===== src/rtl/mem_arbiter_pit_pkg.sv =====
// rtl/mem_arbiter_pit_pkg.sv - shared state encodings and defaults for the memory arbiter
package mem_arbiter_pit_pkg;

    typedef enum logic [1:0] {
        IDLE = 2'b00,
        G0   = 2'b01,
        G1   = 2'b10
    } arb_state_e;

    localparam int BURST_MAX_DEFAULT = 4;

endpackage


===== src/rtl/arb_burst_cnt_pit.sv =====
// rtl/arb_burst_cnt_pit.sv - 4-bit saturating burst counter with clear and increment
module arb_burst_cnt_pit (
    input  logic       clk,
    input  logic       rst,
    input  logic       clr,
    input  logic       inc,
    output logic [3:0] cnt
);

    logic [3:0] cnt_q;
    logic [3:0] cnt_d;

    always_comb begin
        cnt_d = cnt_q;
        if (clr) begin
            cnt_d = 4'd0;
        end else if (inc && (cnt_q != 4'd15)) begin
            cnt_d = cnt_q + 4'd1;
        end
    end

    always_ff @(posedge clk or negedge rst) begin
        if (!rst) begin
            cnt_q <= 4'd0;
        end else begin
            cnt_q <= cnt_d;
        end
    end

    assign cnt = cnt_q;

endmodule


===== src/rtl/mem_arbiter_pit.sv =====
// rtl/mem_arbiter_pit.sv - two-port memory arbiter with burst-limited round robin
module mem_arbiter_pit
    import mem_arbiter_pit_pkg::*;
#(
    parameter int BURST_MAX = BURST_MAX_DEFAULT
) (
    input  logic       clk,
    input  logic       rst,
    input  logic       req0,
    input  logic       we0,
    input  logic [7:0] addr0,
    input  logic [7:0] wdata0,
    input  logic       req1,
    input  logic       we1,
    input  logic [7:0] addr1,
    input  logic [7:0] wdata1,
    output logic       gnt0,
    output logic       gnt1,
    output logic       ack0,
    output logic       ack1,
    output logic [7:0] rdata,
    output logic [7:0] mem_addr,
    output logic       mem_write,
    output logic [7:0] mem_din,
    input  logic [7:0] mem_dout,
    output logic       busy
);

    arb_state_e state_q;
    arb_state_e state_d;
    logic       last_q;
    logic       last_d;
    logic [3:0] burst_cnt;
    logic       at_limit;

    // >= so a count that saturated while uncontended still hands over at once
    assign at_limit = (burst_cnt >= 4'(BURST_MAX - 1));

    always_comb begin
        state_d = state_q;
        last_d  = last_q;
        unique case (state_q)
            IDLE: begin
                if (req0 && req1) state_d = last_q ? G0 : G1;
                else if (req0)    state_d = G0;
                else if (req1)    state_d = G1;
            end
            G0: begin
                if (!req0)                state_d = req1 ? G1 : IDLE;
                else if (req1 && at_limit) state_d = G1;
            end
            G1: begin
                if (!req1)                state_d = req0 ? G0 : IDLE;
                else if (req0 && at_limit) state_d = G0;
            end
            default: state_d = IDLE;
        endcase
        if ((state_d != state_q) && (state_d == G0)) last_d = 1'b0;
        if ((state_d != state_q) && (state_d == G1)) last_d = 1'b1;
    end

    always_ff @(posedge clk or negedge rst) begin
        if (!rst) begin
            state_q <= IDLE;
            last_q  <= 1'b1;
        end else begin
            state_q <= state_d;
            last_q  <= last_d;
        end
    end

    arb_burst_cnt_pit u_burst_cnt (
        .clk (clk),
        .rst (rst),
        .clr (state_d != state_q),
        .inc (ack0 || ack1),
        .cnt (burst_cnt)
    );

    assign gnt0 = (state_q == G0);
    assign gnt1 = (state_q == G1);
    assign ack0 = gnt0 && req0;
    assign ack1 = gnt1 && req1;
    assign busy = gnt0 || gnt1;

    always_comb begin
        mem_addr  = 8'h00;
        mem_din   = 8'h00;
        mem_write = 1'b0;
        if (gnt0) begin
            mem_addr  = addr0;
            mem_din   = wdata0;
            mem_write = we0 && req0;
        end else if (gnt1) begin
            mem_addr  = addr1;
            mem_din   = wdata1;
            mem_write = we1 && req1;
        end
    end

    assign rdata = (ack0 || ack1) ? mem_dout : 8'h00;

endmodule


===== config.mk =====
export PLATFORM = sky130hd
export DESIGN_NAME = mem_arbiter_pit
export DESIGN_NICKNAME = d
export VERILOG_FILES = /design/src/rtl/mem_arbiter_pit_pkg.sv /design/src/rtl/arb_burst_cnt_pit.sv /design/src/rtl/mem_arbiter_pit.sv
export SDC_FILE = /design/constraint.sdc
export NUM_CORES = 1
export LEC_CHECK = 0
export BUFFER_PORTS_ARGS = -buffer_cell sky130_fd_sc_hd__clkbuf_2
export CORE_MARGIN = 3
export CORE_UTILIZATION = 35
export CTS_BUF_LIST = sky130_fd_sc_hd__clkbuf_8
export DETAILED_ROUTE_END_ITERATION = 12
export PLACE_DENSITY_LB_ADDON = 0.05
export SLEW_MARGIN = 40
export SYNTH_ARGS = -nofsm -noshare
export SYNTH_HDL_FRONTEND = slang
export SYNTH_SLANG_ARGS = --single-unit

===== constraint.sdc =====
create_clock -name clk -period 3.2 [get_ports clk]
set_input_delay 0 -clock clk [delete_from_list [all_inputs] [get_ports clk]]
set_output_delay 0 -clock clk [all_outputs]
set_load 0.05 [all_outputs]

==> results of run 1 <==
kinds of logic (layout without fill, tap and decap cells):
| family | count (synthesis) | in the layout | share of synthesized area [%] |
|---|---|---|---|
| compound gates | 40 | 40 | 37.3 |
| xor+xnor | 1 | 1 | 1.01 |
| fa+ha+maj | 5 | 5 | 7.20 |
| buf+inv | 13 | 87 | 7.78 |
| flops | 7 | 7 | 20.3 |
| mux | 2 | 2 | 2.31 |
| simple gates | 33 | 33 | 24.1 |
layout by cell type, fill, tap and decap left out, types with 2 or more instances in the layout:
cell type and n:
clkbuf_2 75, a22o_1 17, and2_1 9, inv_1 6, dfrtp_1 6, ha_1 5, nand2_1 4, nor3_1 4
a21oi_1 4, nand2b_1 3, clkbuf_8 3, a311o_1 2, a31oi_1 2, mux2i_1 2, o211ai_1 2
path summary, 6_finish.rpt:
kind                       startpoint            endpoint  slack, ns
setup / recovery           state_q[0]  u_burst_cnt.cnt[2]       0.76
max in group asynchronous         rst              last_q       2.83
setup reg to reg           state_q[0]  u_burst_cnt.cnt[2]       0.76
min in group clk                 req0          state_q[1]       0.31
hold reg to reg                last_q              last_q       0.51
hold / removal                    rst  u_burst_cnt.cnt[0]       0.14
per-stage QoR:
stage / util [%] / cells
detailed placement: 54.5 / 198
CTS: 57.0 / 203
global route: 57.1 / 203
global placement: 54.5 / 198
floorplan: - / 101
finish: 57.1 / 203
registers in the layout (all words and copies together), names as in the netlist:
| name | flops |
|---|---|
| state_q | 2 |
| last_q | 1 |
| u_burst_cnt.cnt | 4 |
Yosys cell counts (2+ instances only):
master	number
a22o_1	17
and2_1	9
dfrtp_1	6
ha_1	5
inv_1	5
a21oi_1	4
clkbuf_1	4
nand2_1	4
nor3_1	4
nand2b_1	3
a311o_1	2
a31oi_1	2
buf_6	2
mux2i_1	2
nor2_1	2
o211ai_1	2
report_power, final:
group          internal [mW]  switching (mW)
logic                  0.304           0.782
clock network         0.0826          0.0349
registers              0.116          0.0360
total                  0.502           0.853
critical path: stages (launching register included):
cell and delay (ns):
dfrtp_1 0.49, inv_1 0.13, ha_1 0.30, inv_2 0.07, or4_1 0.51, a311o_1 0.37, and3_4 0.22, nor4_2 0.25
metal layers:
| metal | global-route usage, % | vias to the layer above |
|---|---|---|
| li1 | - | 542 |
| met5 | 0 | - |
| met2 | 30.2 | 23 |
| met1 | 20.3 | 490 |
| met4 | 2.71 | 0 |
| met3 | 3.94 | 0 |
layout make-up:
type / count / area share [%]
flip-flops and latches: 7 / 13.6
clock inverters: 1 / 0.289
repair buffers: 77 / 30.3
inverters: 6 / 1.73
multi-input cells: 81 / 48.3
clock buffers: 3 / 3.18
well taps: 28 / 2.70
==> results by group, run 1 <==
Clock tree
  • TritonCTS buffer count: 3
  • Clock sinks: 7
  • CTS tree: built
  • Hold-fix buffers, CTS: 1
  • Clk slew on worst S/H paths: 0.04 ns
  • Post_cts resized: 0
  • Clock Latency Late Sink: 0.22 ns
  • Setup repair bufs after CTS: 0
  • H-Tree Depth: 1
  • Deepest clock path buffer count: 2
  • Clock Tree Root: clkbuf_8

Synthesis
  • Post-Syn Area per Cell: 8.60 sq um
  • Mapped Area: 868 sq um
  • EDFF count, synth: 0
  • Yosys reg bits: 7
  • Synth warn: 0
  • Yosys top cell area share: 17.3%
  • Post-Syn Nets: 152
  • Ranking of synthesized cells by area: dfrtp_1 17%, a22o_1 17%, ha_1 7.2%
  • Top_reg_cell synth: dfrtp_1
  • Synth area leader: dfrtp_1
  • Yosys cell types: 44
  • Post-synthesis sequential area ratio: 20.3%
  • Post-synth ARST share: 100%
  • Post-synthesis cell count: 101

Placement
  • DP Worst Slack: 0.731 ns
  • IO Port Bufs: 75
  • Post-DP HPWL: 2270 um
  • DP Area: 1240 sq um
  • Gpl congestion: 0.916

Floorplanning
  • Core area: 2280 sq um
  • Die Width: 55.8 um
  • IO Pins: 76
  • Starting density of the core: 38.2%
  • Die Span Y: 55.8 um
  • Die area: 3110 sq um
  • FP Rows: 17

Global routing
  • Initial antenna violation count: 0
  • Total GRT Usage: 16.7%
  • Congestion Overflow GR: 0
  • Global-route wire length before repair: 4380 um
  • Largest net degree at the start of global routing: 17
  • Vias in the first global route: 957

Detailed routing
  • DRT iter0 DRCs: 15
  • WL final: 2700 um
  • Post-DRT Antenna Nets: 0
  • Top Metal Used: met3
  • 1st-pass router iterations: 4
  • Residual DRC count: 0
  • Met3 wire len: 117 um
  • Via count of the routed design: 1,055
  • Vias per cell: 5.20
  • Routed wire length per instance: 13.3 um
  • Met2 WL: 1460 um
  • WL met1: 1120 um

Pwr
  • Peak supply drop: 0.641 mV
  • Pleak: 0.706 nW
  • PD cells: 1040 nW/um^2
  • Total chip power: 1.35 mW

Critical path
  • Startpoint Class: flip-flop
  • Crit. End Element: flip-flop
  • Worst-path maximum fanout: 11
  • Worst Path Required: 3.33 ns
  • Worst Path Arrival: 2.57 ns
  • Path depth of the worst reg2reg path: 7
  • Worst Setup Path Type: flip-flop to flip-flop

Min path
  • Worst Hold Class: input port to asynchronous set/reset pin

STA
  • Final period utilization: 76.2%
  • F_max: 410 MHz
  • Finish-stage setup viols: 0
  • Endpoints failing hold: 0
  • Worst-Margin Slew: 0.582 ns
  • Hold WS: 0.138 ns
  • Max-slew violations: 0
  • RSZ-0062 raised after global routing: false
  • Max_slew headroom: 61.1%
  • Clk_skew: 0.00297 ns
  • Final worst slack: 0.761 ns
  • Min Tclk post-route: 2.44 ns
  • Setup TNS: 0 ns

Cells and area
  • Register area: 176 sq um
  • Fillers: 243
  • Design Area, Final: 1300 sq um
  • Syn-to-layout area delta: 49.6%
  • Antenna Cells: 0
  • Layout Nets: 227
  • Multi-input logic area: 627 sq um
  • Share of layout cells above drive strength 1: 50.9%

Run
  • Max-cap viol count: 0

Status
  • Outcome: completed
(Power assumes the default switching activity.)
==> inputs of run 2 (changes only) <==
--- a/config.mk
+++ b/config.mk
@@ -5,6 +5,7 @@
 export SDC_FILE = /design/constraint.sdc
 export NUM_CORES = 1
 export LEC_CHECK = 0
+export ABC_AREA = 1
 export BUFFER_PORTS_ARGS = -buffer_cell sky130_fd_sc_hd__clkbuf_2
 export CORE_MARGIN = 3
 export CORE_UTILIZATION = 35
==> constraint.sdc (replaced) <==
create_clock -name clk -period 2.45 [get_ports clk]
set_input_delay 0 -clock clk [delete_from_list [all_inputs] [get_ports clk]]
set_output_delay 0 -clock clk [all_outputs]
set_load 0.05 [all_outputs]
==> run 2 against run 1 <==
Effect of this change:
- sequential share of layout area fell by 0.33 points
- die area rose by 0.77%
- cell count rose by 31%
- first-iteration DRC count rose by 73%
- clock skew barely moved
- synthesized cell count rose by 58%
- synthesized area rose by 0.86%
- critical endpoint is now u_burst_cnt.cnt[0]
==> results by group, run 2 <==
Synthesis
  • Post-synthesis cell count: 160 (+58%)
  • Synth area leader: nand2_1
  • Yosys reg bits: 7 (unchanged)
  • Count leader, synth: nand2_1
  • Mapped Area: 876 sq um (+0.86%)
  • EDFF count, synth: 0 (unchanged)
  • Ranking of synthesized cells by area: nand2_1 28%, dfrtp_1 17%, nand3_1 11%
  • Post-Syn Nets: 211 (+39%)
  • Yosys cell types: 19 (-57%)
  • Post-synth top cells: 65 x nand2_1, 22 x inv_1, 21 x nor2_1
  • Post-Syn Area per Cell: 5.47 sq um (-36%)
  • Synth warn: 0 (unchanged)
  • Top_reg_cell synth: dfrtp_1
  • Post-synthesis sequential area ratio: 20.1% (-0.17 points)
  • Post-synth ARST share: 100% (unchanged)
  • Yosys top cell area share: 27.9% (+11 points)

Cells and area
  • Final Util: 58.0% (+0.89 points)
  • Syn-to-layout area delta: 52.0%
  • Cell Count, Final, Fillers Out: 265 (+31%)
  • Register area: 176 sq um (unchanged)
  • Largest register FFs: 4 (unchanged)
  • Most frequent cells in the layout: 75 x clkbuf_2, 65 x nand2_1, 22 x inv_1
  • Multi-input logic area: 583 sq um (-7.0%)
  • Most common cell after layout, fill and taps aside: clkbuf_2
  • Fillers: 253 (+4.1%)
  • Antenna Cells: 0 (unchanged)
  • Layout Nets: 289 (+27%)
  • Share of layout cells above drive strength 1: 37.1% (-14 points)

Floorplanning
  • Die Width: 56.0 um (+0.39%)
  • Die Span Y: 56.0 um (+0.39%)
  • FP Rows: 17 (unchanged)
  • Starting density of the core: 38.1% (about the same)
  • Core area: 2300 sq um (+0.93%)
  • IO Pins: 76 (unchanged)
  • Die area: 3140 sq um (+0.77%)

Critical path
  • Path depth of the worst reg2reg path: 10 (+3)
  • Worst-path maximum fanout: 17 (+6)
  • CP most frequent cell: nand2_1
  • Crit-path slowest cell: dfrtp_1
  • CP cell instances: inv_1 > ha_1 > inv_2 > nor2_1 > nand2_1 > a21oi_4 > nand2_1 > nand2_1 > nand2_2 > nor2_1
  • Delay-heaviest family, CP: simple AND/OR/NAND/NOR gates
  • Worst reg2reg setup slack: 0.48 ns (-0.28 ns)
  • Worst path max stage delay: 0.44 ns (-0.07 ns)
  • Worst Path Arrival: 2.13 ns (-0.44 ns)
  • Startpoint Class: flip-flop
  • Worst Path Required: 2.61 ns (-0.72 ns)
  • Worst path depth: 10 (+3)
  • Crit. End Element: flip-flop
  • R2R Path Start: state_q[1]
  • Worst Setup Path Type: flip-flop to flip-flop
  • Reg-to-reg endpoint: u_burst_cnt.cnt[0]
  • Worst path buffer plus inverter count: 2 (unchanged)

Clock tree
  • TritonCTS buffer count: 3 (unchanged)
  • H-Tree Depth: 1 (unchanged)
  • Deepest clock path buffer count: 2 (unchanged)
  • Post_cts resized: 0 (unchanged)
  • CTS tree: built
  • Clk slew on worst S/H paths: 0.04 ns (about the same)
  • Clock Latency Late Sink: 0.23 ns (about the same)
  • Clock Tree Root: clkbuf_8
  • Hold-fix buffers, CTS: 1 (unchanged)
  • Clock sinks: 7 (unchanged)
  • Setup repair bufs after CTS: 0 (unchanged)

STA
  • Final period utilization: 80.5% (+4.3 points)
  • Endpoints failing hold: 0 (unchanged)
  • Setup TNS: 0 ns (unchanged)
  • Finish-stage setup viols: 0 (unchanged)
  • Max_slew headroom: 80.5% (+19 points)
  • Min Tclk post-route: 1.97 ns (-0.467 ns)
  • F_max: 507 MHz (+24%)
  • RSZ-0062 raised after global routing: false
  • Worst-Margin Slew: 0.292 ns (-0.290 ns)
  • Clk_skew: 0.00308 ns (+0.000107 ns)
  • Max-slew violations: 0 (unchanged)

Placement
  • IO Port Bufs: 75 (unchanged)
  • Dpl cells: 260 (+31%)
  • Gpl congestion: 0.864 (-5.7%)
  • Post-DP HPWL: 2270 um (-0.11%)

Detailed routing
  • Via count of the routed design: 1,195 (+13%)
  • 1st-pass router iterations: 4 (unchanged)
  • WL final: 2620 um (-3.3%)
  • Vias per cell: 4.51 (-13%)
  • Residual DRC count: 0 (unchanged)
  • Routed wire length per instance: 9.87 um (-26%)
  • DRT iter0 DRCs: 26 (+11)
  • Post-DRT Antenna Nets: 0 (unchanged)

Global routing
  • Global-route wire length before repair: 4580 um (+4.6%)
  • Initial antenna violation count: 0 (unchanged)
  • Vias in the first global route: 1,116 (+17%)
  • Met2 GRT Util: 30.9% (+0.65 points)
  • Total GRT Usage: 17.5% (+0.79 points)
  • Global-route met3 utilization: 3.48% (-0.46 points)
  • Met1 usage: 21.7% (+1.3 points)
  • Busiest grt layer: met2
  • Congestion Overflow GR: 0 (unchanged)
  • Largest net degree at the start of global routing: 18 (+1)

Pwr
  • Pleak: 0.898 nW (+27%)
  • PD cells: 1380 nW/um^2 (+32%)
  • Peak supply drop: 0.761 mV (+19%)

Status
  • Outcome: completed

Min path
  • Worst Hold Class: input port to asynchronous set/reset pin

Run
  • Max-cap viol count: 0 (unchanged)
[run 2: cell types whose count changed in the layout (fill, tap and decap cells not counted), sizes merged, moves of 2 or more]
cell and change:
nand2 +63, nor2 +20, nand3 +19, a22o -18
inv +17, and2 -10, nor3 -4, a21oi -3
nand2b -3, xor2 +3, a311o -2, a31oi -2
and3 -2, mux2i -2
[run 2: how the worst max path moves through the flow]
stage	start	end	slack [ns]
after floorplan	state_q[1]	mem_write	0.15
after global placement	state_q[1]	u_burst_cnt.cnt[3]	0.58
after detailed placement	state_q[1]	u_burst_cnt.cnt[0]	0.46
after CTS	state_q[1]	u_burst_cnt.cnt[0]	0.46
after global routing	state_q[1]	u_burst_cnt.cnt[1]	0.22
final	state_q[1]	u_burst_cnt.cnt[0]	0.48
[run 2: where the power goes]
group	switching, mW	total, mW	internal, mW
Sequential	0.0403	0.196	0.156
Clock	0.0548	0.165	0.110
Combinational	1.13	1.47	0.345
Total	1.22	1.83	0.611
[run 2: area by class of cell]
class | instances | share of cell area (%)
clock buffers | 3 | 3.10
clock inverters | 1 | 0.376
inverters | 24 | 6.77
multi-input cells | 124 | 43.8
flip-flops and latches | 7 | 13.3
well taps | 28 | 2.63
repair buffers | 78 | 30.1
[run 2: worst reg2reg max path, cell delays in order, from the launching register on]
cell     delay, ns
dfrtp_1       0.44
inv_1         0.18
ha_1          0.35
inv_2         0.19
nor2_1        0.14
nand2_1       0.11
a21oi_4       0.18
nand2_1       0.07
nand2_1       0.08
nand2_2       0.07
nor2_1        0.09
[run 2: per-layer routing]
| metal | wire length [um] | part of all wire [%] |
|---|---|---|
| met5 | 0 | 0 |
| met4 | 24 | 0.92 |
| met3 | 248 | 9.5 |
| met2 | 1260 | 48 |
| met1 | 1080 | 41 |
[run 2: cell families (layout without fill, tap and decap cells)]
logic type / count (synthesis) / count (layout) / synth area share [%]
and+or+nand+nor: 110 / 110 / 51.1
buffers and inverters: 29 / 106 / 13.3
DFF: 7 / 7 / 20.1
AOI/OAI and AO/OA: 6 / 6 / 5.29
adders and majority gates: 5 / 5 / 7.14
xor gates and xnor gates: 3 / 3 / 3.00
[run 2: stage by stage]
step | instance area (sq um) | hold WS, ns | power [mW] | worst slack [ns]
after detailed placement | 1270 | -0.155 | 1.67 | 0.464
after CTS | 1330 | 0.137 | 1.84 | 0.455
after floorplan | 876 | -0.296 | 1.37 | 0.153
after global placement | 1270 | -0.165 | 1.65 | 0.576
final | 1330 | 0.139 | 1.83 | 0.478
after global routing | 1330 | 0.164 | 1.97 | 0.221
